**src/rtl/dff_bank_arb_if.sv**
```systemverilog
// Bundle of request, grant, completion and bank-control signals between the
// requesters, the arbiter and the shared flip-flop bank.
interface dff_bank_arb_if #(
   parameter int unsigned W    = 8,
   parameter int unsigned NREQ = 4
);
   logic [NREQ-1:0]   req;
   logic [2*NREQ-1:0] cmd;
   logic [W*NREQ-1:0] wdata;
   logic [W-1:0]      bank_q;
   logic [W-1:0]      bank_d;
   logic              bank_we;
   logic              bank_s;
   logic              bank_r;
   logic              bank_sync;
   logic [NREQ-1:0]   gnt;
   logic [NREQ-1:0]   ack;
   logic [W-1:0]      rdata;
   logic              busy;

   // Arbiter side: owns the bank controls, grants and completions.
   modport master (
      input  req, cmd, wdata, bank_q,
      output bank_d, bank_we, bank_s, bank_r, bank_sync, gnt, ack, rdata, busy
   );

   // Requester / bank side.
   modport slave (
      output req, cmd, wdata, bank_q,
      input  bank_d, bank_we, bank_s, bank_r, bank_sync, gnt, ack, rdata, busy
   );
endinterface

```
**src/rtl/dff_bank_arb.sv**
```systemverilog
// Round-robin arbiter and command sequencer for a shared W-bit D flip-flop bank.
// Each granted transaction runs IDLE -> ISSUE -> DONE; every output except
// bank_sync is registered and reflects the state being entered.
module dff_bank_arb #(
   parameter int unsigned W         = 8,
   parameter int unsigned NREQ      = 4,
   parameter bit          SYNC_MODE = 1'b1
) (
   input logic            clk,
   input logic            r,
   dff_bank_arb_if.master bus
);

   localparam int unsigned PW = (NREQ > 1) ? $clog2(NREQ) : 1;

   localparam logic [1:0] CmdLoad  = 2'b00;
   localparam logic [1:0] CmdSet   = 2'b01;
   localparam logic [1:0] CmdClear = 2'b10;
   localparam logic [1:0] CmdRead  = 2'b11;

   typedef enum logic [1:0] {StInit, StIdle, StIssue, StDone} state_e;

   state_e          r_state;
   logic [PW-1:0]   r_ptr;
   logic [PW-1:0]   r_win;
   logic [1:0]      r_cmd;
   logic [W-1:0]    r_bank_d;
   logic            r_bank_we;
   logic            r_bank_s;
   logic            r_bank_r;
   logic [NREQ-1:0] r_gnt;
   logic [NREQ-1:0] r_ack;
   logic [W-1:0]    r_rdata;
   logic            r_busy;

   logic            w_any;
   logic [PW-1:0]   w_win;
   logic [NREQ-1:0] w_win_oh;
   logic [1:0]      w_win_cmd;
   logic [W-1:0]    w_win_data;

   // Round-robin pick: first pass covers r_ptr..NREQ-1, second pass wraps to 0..r_ptr-1.
   always_comb begin
      w_any = 1'b0;
      w_win = '0;
      for (int i = 0; i < int'(NREQ); i++) begin
         if (!w_any && bus.req[i] && (PW'(i) >= r_ptr)) begin
            w_any = 1'b1;
            w_win = PW'(i);
         end
      end
      for (int i = 0; i < int'(NREQ); i++) begin
         if (!w_any && bus.req[i] && (PW'(i) < r_ptr)) begin
            w_any = 1'b1;
            w_win = PW'(i);
         end
      end
   end

   // Select the winner's command, data and one-hot grant.
   always_comb begin
      w_win_oh   = '0;
      w_win_cmd  = CmdLoad;
      w_win_data = '0;
      for (int i = 0; i < int'(NREQ); i++) begin
         if (PW'(i) == w_win) begin
            w_win_oh[i] = 1'b1;
            w_win_cmd   = bus.cmd[2*i +: 2];
            w_win_data  = bus.wdata[W*i +: W];
         end
      end
   end

   // Sequencer FSM with registered outputs; reset aborts any transaction without ack.
   always_ff @(posedge clk) begin
      if (r) begin
         r_state   <= StInit;
         r_ptr     <= '0;
         r_win     <= '0;
         r_cmd     <= CmdLoad;
         r_bank_d  <= '0;
         r_bank_we <= 1'b0;
         r_bank_s  <= 1'b0;
         r_bank_r  <= 1'b0;
         r_gnt     <= '0;
         r_ack     <= '0;
         r_rdata   <= '0;
         r_busy    <= 1'b1;
      end else begin
         unique case (r_state)
            StInit: begin
               // First cycle out of reset drives the clear; the next one enters IDLE.
               if (!r_bank_r) begin
                  r_bank_r  <= 1'b1;
                  r_bank_we <= 1'b1;
               end else begin
                  r_bank_r  <= 1'b0;
                  r_bank_we <= 1'b0;
                  r_busy    <= 1'b0;
                  r_state   <= StIdle;
               end
            end
            StIdle: begin
               if (w_any) begin
                  r_state   <= StIssue;
                  r_busy    <= 1'b1;
                  r_gnt     <= w_win_oh;
                  r_win     <= w_win;
                  r_cmd     <= w_win_cmd;
                  r_bank_we <= (w_win_cmd != CmdRead);
                  r_bank_d  <= (w_win_cmd == CmdLoad) ? w_win_data : '0;
                  r_bank_s  <= (w_win_cmd == CmdSet);
                  r_bank_r  <= (w_win_cmd == CmdClear);
               end
            end
            StIssue: begin
               r_bank_we <= 1'b0;
               r_bank_d  <= '0;
               r_bank_s  <= 1'b0;
               r_bank_r  <= 1'b0;
               r_ack     <= r_gnt;
               r_state   <= StDone;
            end
            StDone: begin
               // bank_q already holds the post-ISSUE value here.
               if (r_cmd == CmdRead) begin
                  r_rdata <= bus.bank_q;
               end
               r_ptr   <= (r_win == PW'(NREQ - 1)) ? '0 : r_win + 1'b1;
               r_ack   <= '0;
               r_gnt   <= '0;
               r_busy  <= 1'b0;
               r_state <= StIdle;
            end
            default: r_state <= StInit;
         endcase
      end
   end

   assign bus.bank_d    = r_bank_d;
   assign bus.bank_we   = r_bank_we;
   assign bus.bank_s    = r_bank_s;
   assign bus.bank_r    = r_bank_r;
   assign bus.bank_sync = SYNC_MODE;
   assign bus.gnt       = r_gnt;
   assign bus.ack       = r_ack;
   assign bus.rdata     = r_rdata;
   assign bus.busy      = r_busy;

endmodule

```
**src/flat_wrapper.sv**
```systemverilog
// flat-port wrapper written by rule: the top's interface ports become plain ports
module dff_bank_arb_flat 
#(
   parameter int unsigned W         = 8,
   parameter int unsigned NREQ      = 4,
   parameter bit          SYNC_MODE = 1'b1
)
  (clk, r, bus_req, bus_cmd, bus_wdata, bus_bank_q, bus_bank_d, bus_bank_we, bus_bank_s, bus_bank_r, bus_bank_sync, bus_gnt, bus_ack, bus_rdata, bus_busy);
  dff_bank_arb_if #(.W(W), .NREQ(NREQ)) bus_i ();
  input logic clk;
  input logic r;
  input wire logic [$bits(bus_i.req)-1:0] bus_req;
  input wire logic [$bits(bus_i.cmd)-1:0] bus_cmd;
  input wire logic [$bits(bus_i.wdata)-1:0] bus_wdata;
  input wire logic [$bits(bus_i.bank_q)-1:0] bus_bank_q;
  output wire logic [$bits(bus_i.bank_d)-1:0] bus_bank_d;
  output wire logic [$bits(bus_i.bank_we)-1:0] bus_bank_we;
  output wire logic [$bits(bus_i.bank_s)-1:0] bus_bank_s;
  output wire logic [$bits(bus_i.bank_r)-1:0] bus_bank_r;
  output wire logic [$bits(bus_i.bank_sync)-1:0] bus_bank_sync;
  output wire logic [$bits(bus_i.gnt)-1:0] bus_gnt;
  output wire logic [$bits(bus_i.ack)-1:0] bus_ack;
  output wire logic [$bits(bus_i.rdata)-1:0] bus_rdata;
  output wire logic [$bits(bus_i.busy)-1:0] bus_busy;
  assign bus_i.req = bus_req;
  assign bus_i.cmd = bus_cmd;
  assign bus_i.wdata = bus_wdata;
  assign bus_i.bank_q = bus_bank_q;
  assign bus_bank_d = bus_i.bank_d;
  assign bus_bank_we = bus_i.bank_we;
  assign bus_bank_s = bus_i.bank_s;
  assign bus_bank_r = bus_i.bank_r;
  assign bus_bank_sync = bus_i.bank_sync;
  assign bus_gnt = bus_i.gnt;
  assign bus_ack = bus_i.ack;
  assign bus_rdata = bus_i.rdata;
  assign bus_busy = bus_i.busy;
  dff_bank_arb #(.W(W), .NREQ(NREQ), .SYNC_MODE(SYNC_MODE)) u_core (.clk(clk), .r(r), .bus(bus_i));
endmodule
```
**config.mk**
```make
export PLATFORM = sky130hd
export DESIGN_NAME = dff_bank_arb_flat
export DESIGN_NICKNAME = d
export VERILOG_FILES = /design/src/rtl/dff_bank_arb_if.sv /design/src/rtl/dff_bank_arb.sv /design/src/flat_wrapper.sv
export SDC_FILE = /design/constraint.sdc
export NUM_CORES = 1
export LEC_CHECK = 0
export ABC_CLOCK_PERIOD_IN_PS = 2100
export CORE_MARGIN = 2
export CORE_UTILIZATION = 39
export CTS_CLUSTER_DIAMETER = 40
export DETAILED_ROUTE_END_ITERATION = 8
export PLACE_DENSITY = 0.74
export SYNTH_ARGS = -nofsm -noshare
export SYNTH_HDL_FRONTEND = slang
export SYNTH_SLANG_ARGS = --single-unit
```
**constraint.sdc**
```tcl
create_clock -name clk -period 2.1 [get_ports clk]
set_input_delay 0.63 -clock clk [delete_from_list [all_inputs] [get_ports clk]]
set_output_delay 0.63 -clock clk [all_outputs]
set_load 0.02 [all_outputs]
```
# == After elaboration in Yosys (flattened, before gate mapping) ==
# Cells that the tools add are included.
# word_totals
ff_bits,36
word_cells,118
input_bits,54
# op_classes
n_lt_le_gt_ge,8
add_sub_neg,1
eq_ne,13
mux,47
reduce_logical,37
# ops
op,n
$mux W8,6
$mux W2,13
$mux W1,19
$pmux W4 S2,2
$pmux W8 S2,1
$logic_and A1 B1 Y1,15
$reduce_and A2 Y1,6
$eq A2 B2 Y1 const B,5
$pmux W1 S3,3
$pmux W2 S4,1
$logic_not A1 Y1,7
$logic_not A2 Y1,3
$reduce_bool A2 Y1,3
$reduce_bool A3 Y1,2
$eq A2 B1 Y1 const B,2
$eq A2 B2 Y1 const A,2
$ge A1 B2 Y1 const A,2
$ge A2 B2 Y1 const A,2
$lt A1 B2 Y1 const A,2
$lt A2 B2 Y1 const A,2
$mux W4,1
$ne A2 B1 Y1 const B,2
$reduce_and A3 Y1,1
$add A2 B1 Y2 const B,1
other kinds (3),3

# == Longest topological paths before layout ==
# Gate-level depths: netlist (run 1).
# logic_depth
word_depth,40
mapped_depth,9
mapped_depth_nobuf,7

# == Least setup slack after synthesis (run 1) ==
# No wires, ideal clock.
# synth_timing
path_type,input-to-reg
start,input bus_req[0]
end,"register u_core.r_bank_we, in the netlist u_core.bus.bank_we"
t_required_ns,1.980
t_arrival_ns,2.141
setup_time_ns,0.120
slack_ns,-0.161
stages,7
n_path_buf,1
cell_sequence,buf_2 and2b_2 o21a_1 or2_1 o211a_1 or2_2 o31a_1
# synth_between
elab_chain_cells,38
word_cells_on_any_way,50
# synth_rtl
element,line_no,source
start: declaration,flat_wrapper.sv:12,input wire logic [$bits(bus_i.req)-1:0] bus_req;
$logic_and A1 B1 Y1,dff_bank_arb.sv:47,if (!w_any && bus.req[i] && (PW'(i) >= r_ptr)) begin
$mux W1,dff_bank_arb.sv:47,
$logic_not A1 Y1,dff_bank_arb.sv:47,
$logic_and A1 B1 Y1 (2 in a row),dff_bank_arb.sv:47,
$mux W1,dff_bank_arb.sv:47,
$logic_not A1 Y1,dff_bank_arb.sv:47,
$logic_and A1 B1 Y1 (2 in a row),dff_bank_arb.sv:47,
$mux W1,dff_bank_arb.sv:47,
(+16 left out),--,
$logic_not A1 Y1,dff_bank_arb.sv:53,if (!w_any && bus.req[i] && (PW'(i) < r_ptr)) begin
$logic_and A1 B1 Y1 (2 in a row),dff_bank_arb.sv:53,
$mux W2,dff_bank_arb.sv:53,
$logic_not A2 Y1,dff_bank_arb.sv:66,if (PW'(i) == w_win) begin
$mux W2 (4 in a row),dff_bank_arb.sv:66,
$ne A2 B2 Y1,dff_bank_arb.sv:110,r_bank_we <= (w_win_cmd != CmdRead);
$mux W1,dff_bank_arb.sv:104,if (w_any) begin
$pmux W1 S3,dff_bank_arb.sv:90,unique case (r_state)
end signal: assignment,dff_bank_arb.sv:110,
end: declaration,dff_bank_arb.sv:28,logic r_bank_we;
# Parallel ways exist; a longest one is shown, timed or not. The select of a mux whose other input is x is not followed.
# A chain may end at the register's enable or synchronous reset.

# == Worst setup path in the final report (run 1) ==
# layout_timing
start,input bus_req[0]
end,"register u_core.r_bank_r, in the netlist u_core.bus.bank_r"
# layout_between
elab_chain_cells,38
word_cells_on_any_way,50
# layout_rtl
element,line_no,source
$logic_and A1 B1 Y1,dff_bank_arb.sv:47,
$mux W1,dff_bank_arb.sv:47,
$logic_not A1 Y1,dff_bank_arb.sv:47,
$logic_and A1 B1 Y1 (2 in a row),dff_bank_arb.sv:47,
$mux W1,dff_bank_arb.sv:47,
$logic_not A1 Y1,dff_bank_arb.sv:47,
$logic_and A1 B1 Y1 (2 in a row),dff_bank_arb.sv:47,
$mux W1,dff_bank_arb.sv:47,
(+16 left out),--,
$logic_not A1 Y1,dff_bank_arb.sv:53,
$logic_and A1 B1 Y1 (2 in a row),dff_bank_arb.sv:53,
$mux W2,dff_bank_arb.sv:53,
$logic_not A2 Y1,dff_bank_arb.sv:66,
$mux W2 (4 in a row),dff_bank_arb.sv:66,
$eq A2 B2 Y1,dff_bank_arb.sv:113,r_bank_r <= (w_win_cmd == CmdClear);
$mux W1,dff_bank_arb.sv:104,
$pmux W1 S3,dff_bank_arb.sv:90,
end signal: assignment,dff_bank_arb.sv:113,
end: declaration,dff_bank_arb.sv:30,logic r_bank_r;
# Parallel ways exist; a longest one is shown, timed or not. The select of a mux whose other input is x is not followed.

==> results of run 1 <==
## power by group through the flow
| stage | registers, mW | logic, mW | clock network (mW) |
|---|---|---|---|
| finish | 0.865 | 1.23 | 0.632 |
| CTS | 0.861 | 1.20 | 0.645 |
| global placement | 0.875 | 1.13 | 0 |
| global route | 0.877 | 1.34 | 0.664 |
| detailed placement | 0.876 | 1.16 | 0 |
| floorplan | 0.921 | 0.619 | 0 |
## worst min-delay path: stages (launching register included)
cell                      delay (ns)
sky130_fd_sc_hd__dfxtp_1        0.33
sky130_fd_sc_hd__nand2_1        0.05
sky130_fd_sc_hd__o31ai_1        0.05
## how the worst max path moves through the flow
stage / to / slack [ns]
2_1_floorplan: u_core.bus.bank_we / -0.10
3_3_place_gp: u_core.bus.bank_d[2] / -0.65
3_5_place_dp: u_core.bus.bank_d[1] / -0.70
4_1_cts: u_core.bus.bank_we / 0.005
5_1_grt: u_core.bus.bank_we / -0.01
6_report: u_core.bus.bank_r / 0.05
## cell families after synthesis
| group | count (synthesis) | share of synthesized area [%] |
|---|---|---|
| fa+ha+maj | 7 | 4.41 |
| buf+inv | 20 | 5.67 |
| simple gates | 84 | 19.5 |
| flops | 36 | 36.3 |
| mux | 16 | 8.07 |
| other cells | 1 | 0.189 |
| compound gates | 66 | 25.9 |
## synth_stat cells, types with 3 or more instances
cell type                    n
sky130_fd_sc_hd__a2bb2oi_1   7
sky130_fd_sc_hd__o31ai_1     8
sky130_fd_sc_hd__clkbuf_1    5
sky130_fd_sc_hd__buf_6       3
sky130_fd_sc_hd__nand2_1    14
sky130_fd_sc_hd__buf_4       3
sky130_fd_sc_hd__or2_2       3
sky130_fd_sc_hd__a221oi_1    5
sky130_fd_sc_hd__o21ai_0     6
sky130_fd_sc_hd__nand2b_1    4
sky130_fd_sc_hd__nor3_1      7
sky130_fd_sc_hd__buf_2       3
sky130_fd_sc_hd__nor2_1     40
sky130_fd_sc_hd__dfxtp_1    36
sky130_fd_sc_hd__or3_1       3
sky130_fd_sc_hd__a21oi_1    16
sky130_fd_sc_hd__mux2i_1    16
sky130_fd_sc_hd__ha_1        7
sky130_fd_sc_hd__a211oi_1    3
sky130_fd_sc_hd__inv_1       4
## state kept, by name (all words and copies together) (netlist names)
register	count
u_core.r_win	2
u_core.r_state	2
u_core.bus.bank_d	8
u_core.bus.bank_s	1
u_core.bus.bank_we	1
u_core.r_cmd	2
u_core.bus.rdata	8
u_core.bus.bank_r	1
u_core.r_ptr	2
u_core.bus.gnt	4
u_core.bus.ack	4
u_core.bus.busy	1
## metrics by stage
| stage | setup WS, ns | utilization (%) |
|---|---|---|
| 3_5_place_dp | -0.702 | 63.5 |
| 5_1_grt | -0.0136 | 67.6 |
| 2_1_floorplan | -0.102 | - |
| 3_3_place_gp | -0.648 | 63.5 |
| 4_1_cts | 0.00483 | 66.7 |
| 6_report | 0.0548 | 67.6 |
## routing by layer
metal	track usage, %	routed length [um]	vias to the layer above
met5	0	0	-
met2	35.2	3010	63
met3	4.37	253	6
li1	-	-	1041
met1	27.1	2580	994
met4	6.43	65	0
## final cells by class
class	instances	share of cell area [%]
multi-input combinational	174	38.8
timing repair buffer	115	32.3
sequential	36	22.2
tap	67	2.57
clock buffer	5	2.11
clock inverter	3	1.42
inverter	5	0.576
## timing repair
| action | 4_1_cts | 5_1_grt |
|---|---|---|
| pin swaps | 6 | 5 |
| gates cloned | 0 | 0 |
| gates resized for setup | 23 | 16 |
| setup endpoints to repair | 18 | 10 |
| hold buffers | 0 | 0 |
==> flow_results.xml, run 1 <==
<?xml version="1.0" encoding="UTF-8"?>
<metrics>
  <group name="route">
    <metric name="route.detailed.drc" unit="">0</metric>
    <metric name="wl" unit="um">5910</metric>
    <metric name="wl_per_cell" unit="um">14.6</metric>
    <metric name="drt_iter0_drc" unit="">80</metric>
    <metric name="num_vias" unit="">2104</metric>
    <metric name="drtPass1Iterations" unit="">5</metric>
    <metric name="avgViaCountPerCell" unit="">5.20</metric>
    <metric name="detail-route-antenna-nets" unit="">0</metric>
  </group>
  <group name="clock_tree">
    <metric name="htree_levels" unit="">2</metric>
    <metric name="tritoncts_clock_tree" unit="">built</metric>
    <metric name="tritoncts_num_sinks" unit="">36</metric>
    <metric name="clock_insertion_delay_worst_skew" unit="ns">0.30</metric>
    <metric name="clk_pin_slew" unit="ns">0.07</metric>
    <metric name="root_buffer" unit="">sky130_fd_sc_hd__clkbuf_8</metric>
    <metric name="post-cts-setup-buffers" unit="">0</metric>
    <metric name="maximum_root_to_sink_buffer_count" unit="">2</metric>
    <metric name="cts_made_buffers" unit="">5</metric>
  </group>
  <group name="global_route">
    <metric name="grt_overflow" unit="">0</metric>
    <metric name="number_of_antenna_violations_at_the_first_check_in_global_routing" unit="">0</metric>
    <metric name="grt_max_degree" unit="">23</metric>
    <metric name="track_usage" unit="%">21.0</metric>
    <metric name="grt_first_pass_wirelength" unit="um">9090</metric>
    <metric name="first_global_vias" unit="">1974</metric>
  </group>
  <group name="timing">
    <metric name="finalSetupTns" unit="ns">0</metric>
    <metric name="endpoints_failing_setup" unit="">0</metric>
    <metric name="timing.max_slew.rel_slack" unit="%">64.0</metric>
    <metric name="worst_clock_skew" unit="ns">0.00946</metric>
    <metric name="timing.final.max_slew_violations" unit="">0</metric>
    <metric name="final.min_clock_period" unit="ns">2.05</metric>
    <metric name="timing.hold.ws" unit="ns">0.458</metric>
    <metric name="tightest_slew" unit="ns">0.538</metric>
    <metric name="max_clock_freq" unit="GHz">0.489</metric>
    <metric name="timing_hold_violations_final" unit="">0</metric>
    <metric name="fin_crit_sh" unit="%">97.4</metric>
  </group>
  <group name="setup_path">
    <metric name="timing.rr.end" unit="">u_core.bus.bank_r</metric>
    <metric name="crit_path_cell_trace" unit="">buf_2 &gt; and2b_2 &gt; o21a_1 &gt; or2_1 &gt; o211a_4 &gt; or2_4 &gt; o31ai_2</metric>
    <metric name="startpoint_type" unit="">primary input</metric>
    <metric name="critPathLaunch" unit="">bus_req[0]</metric>
    <metric name="worst-r2r-setup-slack" unit="ns">0.10</metric>
    <metric name="cp_max_fo" unit="">8</metric>
    <metric name="crit_family" unit="">compound AO/OA/AOI/OAI gates</metric>
    <metric name="critical_path_class" unit="">primary input to flop</metric>
    <metric name="slowest_stage" unit="">sky130_fd_sc_hd__o211a_4</metric>
    <metric name="worst-endpoint-required" unit="ns">2.30</metric>
    <metric name="critical_path_depth" unit="">7</metric>
    <metric name="biggest_cell_delay_along_the_critical_path" unit="ns">0.29</metric>
    <metric name="critPathArrivalTime" unit="ns">2.24</metric>
    <metric name="reg2reg_from" unit="">u_core.r_ptr[0]</metric>
    <metric name="path_buf_inv" unit="">1</metric>
    <metric name="r2r_cells" unit="">6</metric>
    <metric name="crit_path_end_kind" unit="">flop</metric>
  </group>
  <group name="floorplanning">
    <metric name="ioPinCount" unit="">83</metric>
    <metric name="initial_cell_density_of_the_core" unit="%">41.2</metric>
    <metric name="fp-row-count" unit="">25</metric>
    <metric name="dieArea" unit="um2">5680</metric>
    <metric name="die_width" unit="um">75.4</metric>
    <metric name="die_h" unit="um">75.4</metric>
    <metric name="core-area" unit="um2">4820</metric>
  </group>
  <group name="min_path">
    <metric name="timing.hold.worst_endpoint" unit="">u_core.bus.bank_d[6]</metric>
    <metric name="worst_hold_path_type" unit="">flop to flop</metric>
    <metric name="worstHoldStart" unit="">u_core.bus.bank_d[6]</metric>
    <metric name="holdPathStages" unit="">2</metric>
  </group>
  <group name="placed_design">
    <metric name="placed_cell_area" unit="um2">3060</metric>
    <metric name="io_buffers" unit="">81</metric>
    <metric name="placedCellCount" unit="">397</metric>
    <metric name="globalplace.congestion" unit="">0.833</metric>
    <metric name="dp.final_hpwl" unit="um">4340</metric>
  </group>
  <group name="finish">
    <metric name="postLayoutCellArea" unit="um2">3260</metric>
    <metric name="post_route_cells_drive_above_1_share" unit="%">23.4</metric>
    <metric name="stdcell_count" unit="">405</metric>
    <metric name="most-common-layout-cells" unit="">sky130_fd_sc_hd__clkdlybuf4s50_1, sky130_fd_sc_hd__nor2_1, sky130_fd_sc_hd__dfxtp_1</metric>
    <metric name="fillerInstances" unit="">423</metric>
    <metric name="final_net_count" unit="">398</metric>
    <metric name="sequential_cell_area" unit="um2">723</metric>
    <metric name="antenna_cells" unit="">0</metric>
    <metric name="final_common_cell" unit="">sky130_fd_sc_hd__clkdlybuf4s50_1</metric>
    <metric name="multi_input_area" unit="um2">1260</metric>
    <metric name="synth_to_layout_area_growth" unit="%">64.0</metric>
  </group>
  <group name="yosys">
    <metric name="synth_seq_cells" unit="">36</metric>
    <metric name="netlist_top_cells_area" unit="">sky130_fd_sc_hd__dfxtp_1, sky130_fd_sc_hd__mux2i_1, sky130_fd_sc_hd__nor2_1, sky130_fd_sc_hd__ha_1, sky130_fd_sc_hd__a21oi_1</metric>
    <metric name="postSynth.asyncResetShare" unit="%">0</metric>
    <metric name="synth_flop_cell" unit="">sky130_fd_sc_hd__dfxtp_1</metric>
    <metric name="synth_nets" unit="">291</metric>
    <metric name="syn_area" unit="um2">1990</metric>
    <metric name="synth.avg_cell_area" unit="um2">8.63</metric>
    <metric name="synth_largest_type_area_fraction" unit="%">36.3</metric>
    <metric name="synth-warning-count" unit="">0</metric>
    <metric name="netlist.top_cell.by_area" unit="">sky130_fd_sc_hd__dfxtp_1</metric>
    <metric name="synthCells" unit="">230</metric>
    <metric name="yosys.cell_types.count" unit="">49</metric>
    <metric name="synth_enable_flop_cells" unit="">0</metric>
    <metric name="ys_seq_area_share" unit="%">36.3</metric>
  </group>
  <group name="power_and_ir_drop">
    <metric name="total_power_after_layout" unit="mW">2.73</metric>
    <metric name="p_leak" unit="nW">1.31</metric>
    <metric name="cellPowerDensity" unit="nW/um2">837</metric>
    <metric name="netSwitchingFraction" unit="%">35.8</metric>
    <metric name="pwr-share-comb" unit="%">45.1</metric>
    <metric name="power_frac_clock" unit="%">23.2</metric>
    <metric name="ir_worst_vdd" unit="V">0.000551</metric>
    <metric name="p_int" unit="mW">1.75</metric>
    <metric name="power_frac_seq" unit="%">31.7</metric>
    <metric name="p_switching" unit="uW">977</metric>
  </group>
  <group name="outcome">
    <metric name="outcome" unit="">finished, final reports clean</metric>
  </group>
  <group name="job">
    <metric name="maxCapViolCount" unit="">0</metric>
  </group>
</metrics>
(Power assumes the default switching activity.)
==> run 2: changes to the inputs <==
--- a/config.mk
+++ b/config.mk
@@ -10,6 +10,7 @@
 export CORE_UTILIZATION = 39
 export CTS_CLUSTER_DIAMETER = 40
 export DETAILED_ROUTE_END_ITERATION = 8
+export GPL_ROUTABILITY_DRIVEN = 1
 export PLACE_DENSITY = 0.74
 export SYNTH_ARGS = -nofsm -noshare
 export SYNTH_HDL_FRONTEND = slang
==> results of run 2 <==
The final DEF is identical to that of run 1; final timing and power are the same.
